**src/rtl/wshb_arbiter_pkg.sv**
```systemverilog
// Shared types and constants for the two-master Wishbone arbiter (wshb_arbiter).
// Optional feature macro: WSHB_ARB_FIXED_PRIO_EN (see wshb_arb_fsm).
package wshb_arb_pkg;

    localparam int NB_MASTERS = 2;
    localparam int CTI_W      = 3;
    localparam int BTE_W      = 2;

    typedef enum logic [1:0] {
        IDLE,
        GNT0,
        GNT1
    } arb_state_t;

endpackage

```
**src/rtl/wshb_arbiter_if.sv**
```systemverilog
// Wishbone bus bundle: the master modport drives the request, the slave modport drives the response.
interface wshb_arbiter_if
    import wshb_arb_pkg::*;
#(
    parameter int ADR_W      = 32,
    parameter int DATA_BYTES = 4
);

    logic                    cyc;
    logic                    stb;
    logic                    we;
    logic [ADR_W-1:0]        adr;
    logic [8*DATA_BYTES-1:0] dat_ms;
    logic [DATA_BYTES-1:0]   sel;
    logic [CTI_W-1:0]        cti;
    logic [BTE_W-1:0]        bte;
    logic                    ack;
    logic                    err;
    logic                    rty;
    logic [8*DATA_BYTES-1:0] dat_sm;

    modport master (
        output cyc, stb, we, adr, dat_ms, sel, cti, bte,
        input  ack, err, rty, dat_sm
    );

    modport slave (
        input  cyc, stb, we, adr, dat_ms, sel, cti, bte,
        output ack, err, rty, dat_sm
    );

endinterface

```
**src/rtl/wshb_arbiter_fsm.sv**
```systemverilog
// Grant FSM of the arbiter: holds ownership for a whole cyc and registers the one-hot grant.
// WSHB_ARB_FIXED_PRIO_EN defined: m0 wins every idle tie; otherwise round-robin on the last owner.
module wshb_arb_fsm
    import wshb_arb_pkg::*;
(
    input  logic                  clk_i,
    input  logic                  rst_ni,
    input  logic                  m0_cyc_i,
    input  logic                  m1_cyc_i,
    output logic [NB_MASTERS-1:0] grant_o
);

    arb_state_t            state_q, state_d;
    logic                  last_q, last_d;
    logic [NB_MASTERS-1:0] grant_q;

    always_comb begin
        state_d = state_q;
        last_d  = last_q;
        unique case (state_q)
            IDLE: begin
                if (m0_cyc_i && m1_cyc_i) begin
`ifdef WSHB_ARB_FIXED_PRIO_EN
                    state_d = GNT0;
`else
                    state_d = last_q ? GNT0 : GNT1;
`endif
                end else if (m0_cyc_i) begin
                    state_d = GNT0;
                end else if (m1_cyc_i) begin
                    state_d = GNT1;
                end
            end
            // The owner keeps the bus until it drops cyc; handover skips IDLE.
            GNT0: begin
                last_d = 1'b0;
                if (!m0_cyc_i) begin
                    state_d = m1_cyc_i ? GNT1 : IDLE;
                end
            end
            GNT1: begin
                last_d = 1'b1;
                if (!m1_cyc_i) begin
                    state_d = m0_cyc_i ? GNT0 : IDLE;
                end
            end
            default: begin
                state_d = IDLE;
            end
        endcase
    end

    // Grant is decoded from the next state so it is a clean register output.
    always_ff @(posedge clk_i or negedge rst_ni) begin
        if (!rst_ni) begin
            state_q <= IDLE;
            last_q  <= 1'b1;
            grant_q <= '0;
        end else begin
            state_q <= state_d;
            last_q  <= last_d;
            grant_q <= {state_d == GNT1, state_d == GNT0};
        end
    end

    assign grant_o = grant_q;

endmodule

```
**src/rtl/wshb_arbiter.sv**
```systemverilog
// Two-master to one-slave Wishbone arbiter; combinational muxes steered by the registered grant.
// Optional feature macro: WSHB_ARB_FIXED_PRIO_EN (fixed m0 priority instead of round-robin).
module wshb_arbiter
    import wshb_arb_pkg::*;
#(
    parameter int ADR_W      = 32,
    parameter int DATA_BYTES = 4
) (
    input  logic                  sys_clk,
    input  logic                  sys_rst_n,
    wshb_arbiter_if.slave         m0,
    wshb_arbiter_if.slave         m1,
    wshb_arbiter_if.master        s,
    output logic [NB_MASTERS-1:0] grant
);

    localparam int DATA_W = 8 * DATA_BYTES;

    logic                  reqCyc;
    logic                  reqStb;
    logic                  reqWe;
    logic [ADR_W-1:0]      reqAdr;
    logic [DATA_W-1:0]     reqDat;
    logic [DATA_BYTES-1:0] reqSel;
    logic [CTI_W-1:0]      reqCti;
    logic [BTE_W-1:0]      reqBte;

    wshb_arb_fsm u_fsm (
        .clk_i    (sys_clk),
        .rst_ni   (sys_rst_n),
        .m0_cyc_i (m0.cyc),
        .m1_cyc_i (m1.cyc),
        .grant_o  (grant)
    );

    // An idle bus drives all-zero requests; stb is only forwarded inside the owner's cyc.
    always_comb begin
        reqCyc = 1'b0;
        reqStb = 1'b0;
        reqWe  = 1'b0;
        reqAdr = '0;
        reqDat = '0;
        reqSel = '0;
        reqCti = '0;
        reqBte = '0;
        if (grant[0]) begin
            reqCyc = m0.cyc;
            reqStb = m0.stb & m0.cyc;
            reqWe  = m0.we;
            reqAdr = m0.adr;
            reqDat = m0.dat_ms;
            reqSel = m0.sel;
            reqCti = m0.cti;
            reqBte = m0.bte;
        end else if (grant[1]) begin
            reqCyc = m1.cyc;
            reqStb = m1.stb & m1.cyc;
            reqWe  = m1.we;
            reqAdr = m1.adr;
            reqDat = m1.dat_ms;
            reqSel = m1.sel;
            reqCti = m1.cti;
            reqBte = m1.bte;
        end
    end

    assign s.cyc    = reqCyc;
    assign s.stb    = reqStb;
    assign s.we     = reqWe;
    assign s.adr    = reqAdr;
    assign s.dat_ms = reqDat;
    assign s.sel    = reqSel;
    assign s.cti    = reqCti;
    assign s.bte    = reqBte;

    assign m0.ack    = s.ack & grant[0];
    assign m0.err    = s.err & grant[0];
    assign m0.rty    = s.rty & grant[0];
    assign m0.dat_sm = s.dat_sm;

    assign m1.ack    = s.ack & grant[1];
    assign m1.err    = s.err & grant[1];
    assign m1.rty    = s.rty & grant[1];
    assign m1.dat_sm = s.dat_sm;

endmodule
```
**src/flat_wrapper.sv**
```systemverilog
// flat-port wrapper written by rule: the top's interface ports become plain ports
module wshb_arbiter_flat import wshb_arb_pkg::*;
#(
    parameter int ADR_W      = 32,
    parameter int DATA_BYTES = 4
)
  (sys_clk, sys_rst_n, grant, m0_cyc, m0_stb, m0_we, m0_adr, m0_dat_ms, m0_sel, m0_cti, m0_bte, m0_ack, m0_err, m0_rty, m0_dat_sm, m1_cyc, m1_stb, m1_we, m1_adr, m1_dat_ms, m1_sel, m1_cti, m1_bte, m1_ack, m1_err, m1_rty, m1_dat_sm, s_cyc, s_stb, s_we, s_adr, s_dat_ms, s_sel, s_cti, s_bte, s_ack, s_err, s_rty, s_dat_sm);
  wshb_arbiter_if #(.ADR_W(ADR_W), .DATA_BYTES(DATA_BYTES)) m0_i ();
  wshb_arbiter_if #(.ADR_W(ADR_W), .DATA_BYTES(DATA_BYTES)) m1_i ();
  wshb_arbiter_if #(.ADR_W(ADR_W), .DATA_BYTES(DATA_BYTES)) s_i ();
  input  logic sys_clk;
  input  logic sys_rst_n;
  output logic [NB_MASTERS-1:0] grant;
  input wire logic [$bits(m0_i.cyc)-1:0] m0_cyc;
  input wire logic [$bits(m0_i.stb)-1:0] m0_stb;
  input wire logic [$bits(m0_i.we)-1:0] m0_we;
  input wire logic [$bits(m0_i.adr)-1:0] m0_adr;
  input wire logic [$bits(m0_i.dat_ms)-1:0] m0_dat_ms;
  input wire logic [$bits(m0_i.sel)-1:0] m0_sel;
  input wire logic [$bits(m0_i.cti)-1:0] m0_cti;
  input wire logic [$bits(m0_i.bte)-1:0] m0_bte;
  output wire logic [$bits(m0_i.ack)-1:0] m0_ack;
  output wire logic [$bits(m0_i.err)-1:0] m0_err;
  output wire logic [$bits(m0_i.rty)-1:0] m0_rty;
  output wire logic [$bits(m0_i.dat_sm)-1:0] m0_dat_sm;
  input wire logic [$bits(m1_i.cyc)-1:0] m1_cyc;
  input wire logic [$bits(m1_i.stb)-1:0] m1_stb;
  input wire logic [$bits(m1_i.we)-1:0] m1_we;
  input wire logic [$bits(m1_i.adr)-1:0] m1_adr;
  input wire logic [$bits(m1_i.dat_ms)-1:0] m1_dat_ms;
  input wire logic [$bits(m1_i.sel)-1:0] m1_sel;
  input wire logic [$bits(m1_i.cti)-1:0] m1_cti;
  input wire logic [$bits(m1_i.bte)-1:0] m1_bte;
  output wire logic [$bits(m1_i.ack)-1:0] m1_ack;
  output wire logic [$bits(m1_i.err)-1:0] m1_err;
  output wire logic [$bits(m1_i.rty)-1:0] m1_rty;
  output wire logic [$bits(m1_i.dat_sm)-1:0] m1_dat_sm;
  output wire logic [$bits(s_i.cyc)-1:0] s_cyc;
  output wire logic [$bits(s_i.stb)-1:0] s_stb;
  output wire logic [$bits(s_i.we)-1:0] s_we;
  output wire logic [$bits(s_i.adr)-1:0] s_adr;
  output wire logic [$bits(s_i.dat_ms)-1:0] s_dat_ms;
  output wire logic [$bits(s_i.sel)-1:0] s_sel;
  output wire logic [$bits(s_i.cti)-1:0] s_cti;
  output wire logic [$bits(s_i.bte)-1:0] s_bte;
  input wire logic [$bits(s_i.ack)-1:0] s_ack;
  input wire logic [$bits(s_i.err)-1:0] s_err;
  input wire logic [$bits(s_i.rty)-1:0] s_rty;
  input wire logic [$bits(s_i.dat_sm)-1:0] s_dat_sm;
  assign m0_i.cyc = m0_cyc;
  assign m0_i.stb = m0_stb;
  assign m0_i.we = m0_we;
  assign m0_i.adr = m0_adr;
  assign m0_i.dat_ms = m0_dat_ms;
  assign m0_i.sel = m0_sel;
  assign m0_i.cti = m0_cti;
  assign m0_i.bte = m0_bte;
  assign m0_ack = m0_i.ack;
  assign m0_err = m0_i.err;
  assign m0_rty = m0_i.rty;
  assign m0_dat_sm = m0_i.dat_sm;
  assign m1_i.cyc = m1_cyc;
  assign m1_i.stb = m1_stb;
  assign m1_i.we = m1_we;
  assign m1_i.adr = m1_adr;
  assign m1_i.dat_ms = m1_dat_ms;
  assign m1_i.sel = m1_sel;
  assign m1_i.cti = m1_cti;
  assign m1_i.bte = m1_bte;
  assign m1_ack = m1_i.ack;
  assign m1_err = m1_i.err;
  assign m1_rty = m1_i.rty;
  assign m1_dat_sm = m1_i.dat_sm;
  assign s_cyc = s_i.cyc;
  assign s_stb = s_i.stb;
  assign s_we = s_i.we;
  assign s_adr = s_i.adr;
  assign s_dat_ms = s_i.dat_ms;
  assign s_sel = s_i.sel;
  assign s_cti = s_i.cti;
  assign s_bte = s_i.bte;
  assign s_i.ack = s_ack;
  assign s_i.err = s_err;
  assign s_i.rty = s_rty;
  assign s_i.dat_sm = s_dat_sm;
  wshb_arbiter #(.ADR_W(ADR_W), .DATA_BYTES(DATA_BYTES)) u_core (.sys_clk(sys_clk), .sys_rst_n(sys_rst_n), .m0(m0_i), .m1(m1_i), .s(s_i), .grant(grant));
endmodule
```
**config.mk**
```make
export PLATFORM = sky130hd
export DESIGN_NAME = wshb_arbiter_flat
export DESIGN_NICKNAME = d
export VERILOG_FILES = /design/src/rtl/wshb_arbiter_pkg.sv /design/src/rtl/wshb_arbiter_if.sv /design/src/rtl/wshb_arbiter_fsm.sv /design/src/rtl/wshb_arbiter.sv /design/src/flat_wrapper.sv
export SDC_FILE = /design/constraint.sdc
export NUM_CORES = 1
export LEC_CHECK = 0
export ABC_AREA = 1
export ABC_CLOCK_PERIOD_IN_PS = 3500
export BUFFER_PORTS_ARGS = -buffer_cell sky130_fd_sc_hd__buf_4
export CORE_AREA = 2 2 132 134
export CTS_BUF_LIST = sky130_fd_sc_hd__clkbuf_8
export DETAILED_ROUTE_END_ITERATION = 10
export DIE_AREA = 0 0 134 136
export HOLD_SLACK_MARGIN = 0.08
export SKIP_LAST_GASP = 1
export SLEW_MARGIN = 10
export SYNTH_ARGS = -nofsm -noshare
export SYNTH_HDL_FRONTEND = slang
export SYNTH_SLANG_ARGS = --single-unit
```
**constraint.sdc**
```tcl
create_clock -name sys_clk -period 3.5 [get_ports sys_clk]
set_clock_uncertainty 0.2 [all_clocks]
set_input_delay 0.525 -clock sys_clk [delete_from_list [all_inputs] [get_ports sys_clk]]
set_output_delay 0.525 -clock sys_clk [all_outputs]
set_load 0.01 [all_outputs]
```
==> results.md <==
* Setup TNS Final at 0 ns
* Number of post-CTS setup repair buffers at 0
* Clock transition time at the flip-flop clock pins of the worst setup and hold paths at 0.03 ns
* Beginning of the worst register-to-register path: u_core.u_fsm.state_q[0]
* Via density per instance at 3.63
* Routed WL at 8960 microns
* Floorplan die height at 136 microns
* Result of the run: complete, no violations
* Core Area at 0.0169 sq mm
* Transition time at the pin with the least slew margin at 0.860 ns
* Die area at 0.0182 sq mm
* Top cells by area in the synthesized netlist: a22o_1 (40%), buf_4 (30%), dfrtp_1 (6.1%), nand2_1 (4.6%), buf_6 (4.1%)
* Starting density of the core at 0.0969
* Overall die width at 134 microns
* Proportion of layout cells with a drive suffix above 1 at 0.662
* Hpwl dp at 7400 microns
* Portion of the post-synthesis area used by sequential elements at 0.0773
* Unrepaired setup endpoints after global routing: no
* Inserted Clock Buffers at 3
* Maximum number of pins on one net before global-route repair at 81
* Data arrival, critical path at 1.79 ns
* Hold Fails Final Rpt at 0
* Number of H-tree levels at 1
* Final setup violation count at 0
* Port Buffer Count at 240
* Final RePlAce weighted congestion at 0.668
* Reg2reg setup slack at 2.06 ns
* Average instance area after synthesis at 7.64 sq um
* Via count at 2,194
* Reg2Reg Depth at 8
* ANT cells at 0
* Clock latency reported for the late side of the worst-skew pair at 0.21 ns
* Library cell used as clock root buffer: clkbuf_8
* Commonest non-fill, non-tap cells in the layout: buf_4 (241), a22o_1 (74), nand2_1 (20)
* Vias in the first global route at 2,013
* Worst vdd rail ir drop at 390 uV
* Share of the synthesized area in the top cell type at 0.396
* Cell count after synthesis at 214
* Layout Area Growth over Synthesis at 95.6%
* Number of detailed-routing iterations run before antenna repair at 4
* Maximum Capacitance Violations at 0
* Post-layout instance count excluding filler cells at 604
* Leak pwr at 0.00177 uW
* Worst slew margin relative to its limit at 0.426
* Post-route ant nets at 0
* Nets at 573
* Placed cell area at 0.00314 sq mm
* Yosys top cell by area: a22o_1
* Overflow left after global routing at 0
* Post-route fraction of the period consumed by the critical path at 0.718
* Remaining routing DRC violations at 0
* Required time of the worst setup path at 2.77 ns
* GRT Util Overall at 0.0839
* Top fanout value on the critical path at 47
* FF+latch count, synth at 5
* Maximum buffer depth of the clock tree at 2
* Type of the worst setup path: reg2out
* Post-synthesis cell area at 0.00164 sq mm
* Netlist cell types at 17
* Kind of path behind the tightest hold check: in2async
* Syn_nets at 407
* Number of violations reported at the end of detailed-routing iteration 0 at 46
* Post-placement cell count at 599
* Final period demand of the worst path at 2.51 ns
* CTS tree: yes
* Crit start category: register
* Critical register-to-register path endpoint: u_core.u_fsm.state_q[0]
* Number of clock sinks seen by CTS at 5
* Number of warning messages in the yosys log at 0
* Number of antenna violations at the first check in global routing at 0
* DR WL/cell at 14.8 microns
* Most common cell after layout, fill and taps aside: buf_4
* Max-slew violation count at 0
* Hold WS at 0.447 ns
* Highest clock frequency the design can meet at 398 MHz
* I/O pin total at 337
* Wire length of the first global-routing pass at 12,000 microns
* Launch point of the worst path: u_core.u_fsm.grant_o[1]
* Total number of placement rows at 48
* Power per cell area at 498 mW/mm^2
* Sort of element at the end of the critical path: output port
* Number of cells upsized or downsized after cts at 0
* Capturing instance or port of the critical path: s_dat_ms[9]
* Finished Cell Area at 0.00320 sq mm
-- how the worst min path moves through the flow --
stage | startpoint | to | slack (ns)
6_report | sys_rst_n | u_core.u_fsm.grant_o[1] | 0.45
5_1_grt | sys_rst_n | u_core.u_fsm.grant_o[1] | 0.45
4_1_cts | sys_rst_n | u_core.u_fsm.state_q[1] | 0.44
3_5_place_dp | sys_rst_n | u_core.u_fsm.grant_o[1] | 0.13
3_3_place_gp | sys_rst_n | u_core.u_fsm.state_q[0] | 0.13
2_1_floorplan | sys_rst_n | u_core.u_fsm.grant_o[0] | 0.03
-- cell type report --
cell class,instances,area (sq um)
Clock inverter,1,3.75
Fill cell,1878,13700
Tap cell,225,282
Timing Repair Buffer,243,1840
Sequential cell,5,128
Inverter,14,52.6
Multi-Input combinational cell,113,853
Clock buffer,3,41.3
-- timing repair --
item	in CTS	in global routing
hold endpoints to repair	5	0
endpoints found under the setup margin	0	0
hold buffers	1	0
-- cells in the mapped netlist, drive strengths merged --
cell type   n
ha          4
nand2      21
nand3       6
dfrtp       4
clkbuf      6
a22o       74
inv        14
nor2        2
mux2        1
o21ai       5
buf        76
dfstp       1
-- through the flow --
| step | worst slack [ns] | utilization | power [uW] |
|---|---|---|---|
| floorplan | 1.65 | - | 903 |
| global placement | 1.16 | 0.186 | 1510 |
| detailed placement | 1.17 | 0.186 | 1510 |
| CTS | 0.934 | 0.190 | 1620 |
| global route | 0.814 | 0.190 | 1720 |
| finish | 0.986 | 0.190 | 1590 |
-- cell families (layout without fill, tap and decap cells) --
family / Yosys count / count (layout) / share of synthesized area
buffers and inverters: 96 / 261 / 0.401
AO/OA/AOI/OAI: 79 / 79 / 0.412
AND/OR/NAND/NOR: 29 / 29 / 0.0727
flip-flops: 5 / 5 / 0.0773
adder cells (fa/ha/maj): 4 / 4 / 0.0306
multiplexers: 1 / 1 / 0.00689
-- flip-flops by register name, summed over array words and instances (netlist names) --
name,count
u_core.u_fsm.grant_o,2
u_core.u_fsm.last_q,1
u_core.u_fsm.state_q,2
-- critical path, stage by stage, from the launching register on --
cell and delay (ns):
dfrtp_1 0.41, nand2_2 0.08, inv_2 0.41, buf_12 0.29, a22o_1 0.19, buf_4 0.14
-- power by group --
group | leakage [uW] | internal [uW] | switching (uW)
clock | 0.0000269 | 74.9 | 24.8
combinational | 0.00168 | 720 | 666
sequential | 0.0000606 | 85.1 | 21.8
-- metal layers --
layer | GRT usage | vias to the layer above | wire length, microns
met5 | 0 | - | 0
met4 | 0.0213 | 0 | 146
met3 | 0.0239 | 24 | 1110
met2 | 0.146 | 170 | 4290
met1 | 0.101 | 963 | 3420
li1 | - | 1037 | -
Note: power is estimated with default switching activity, not from simulation.
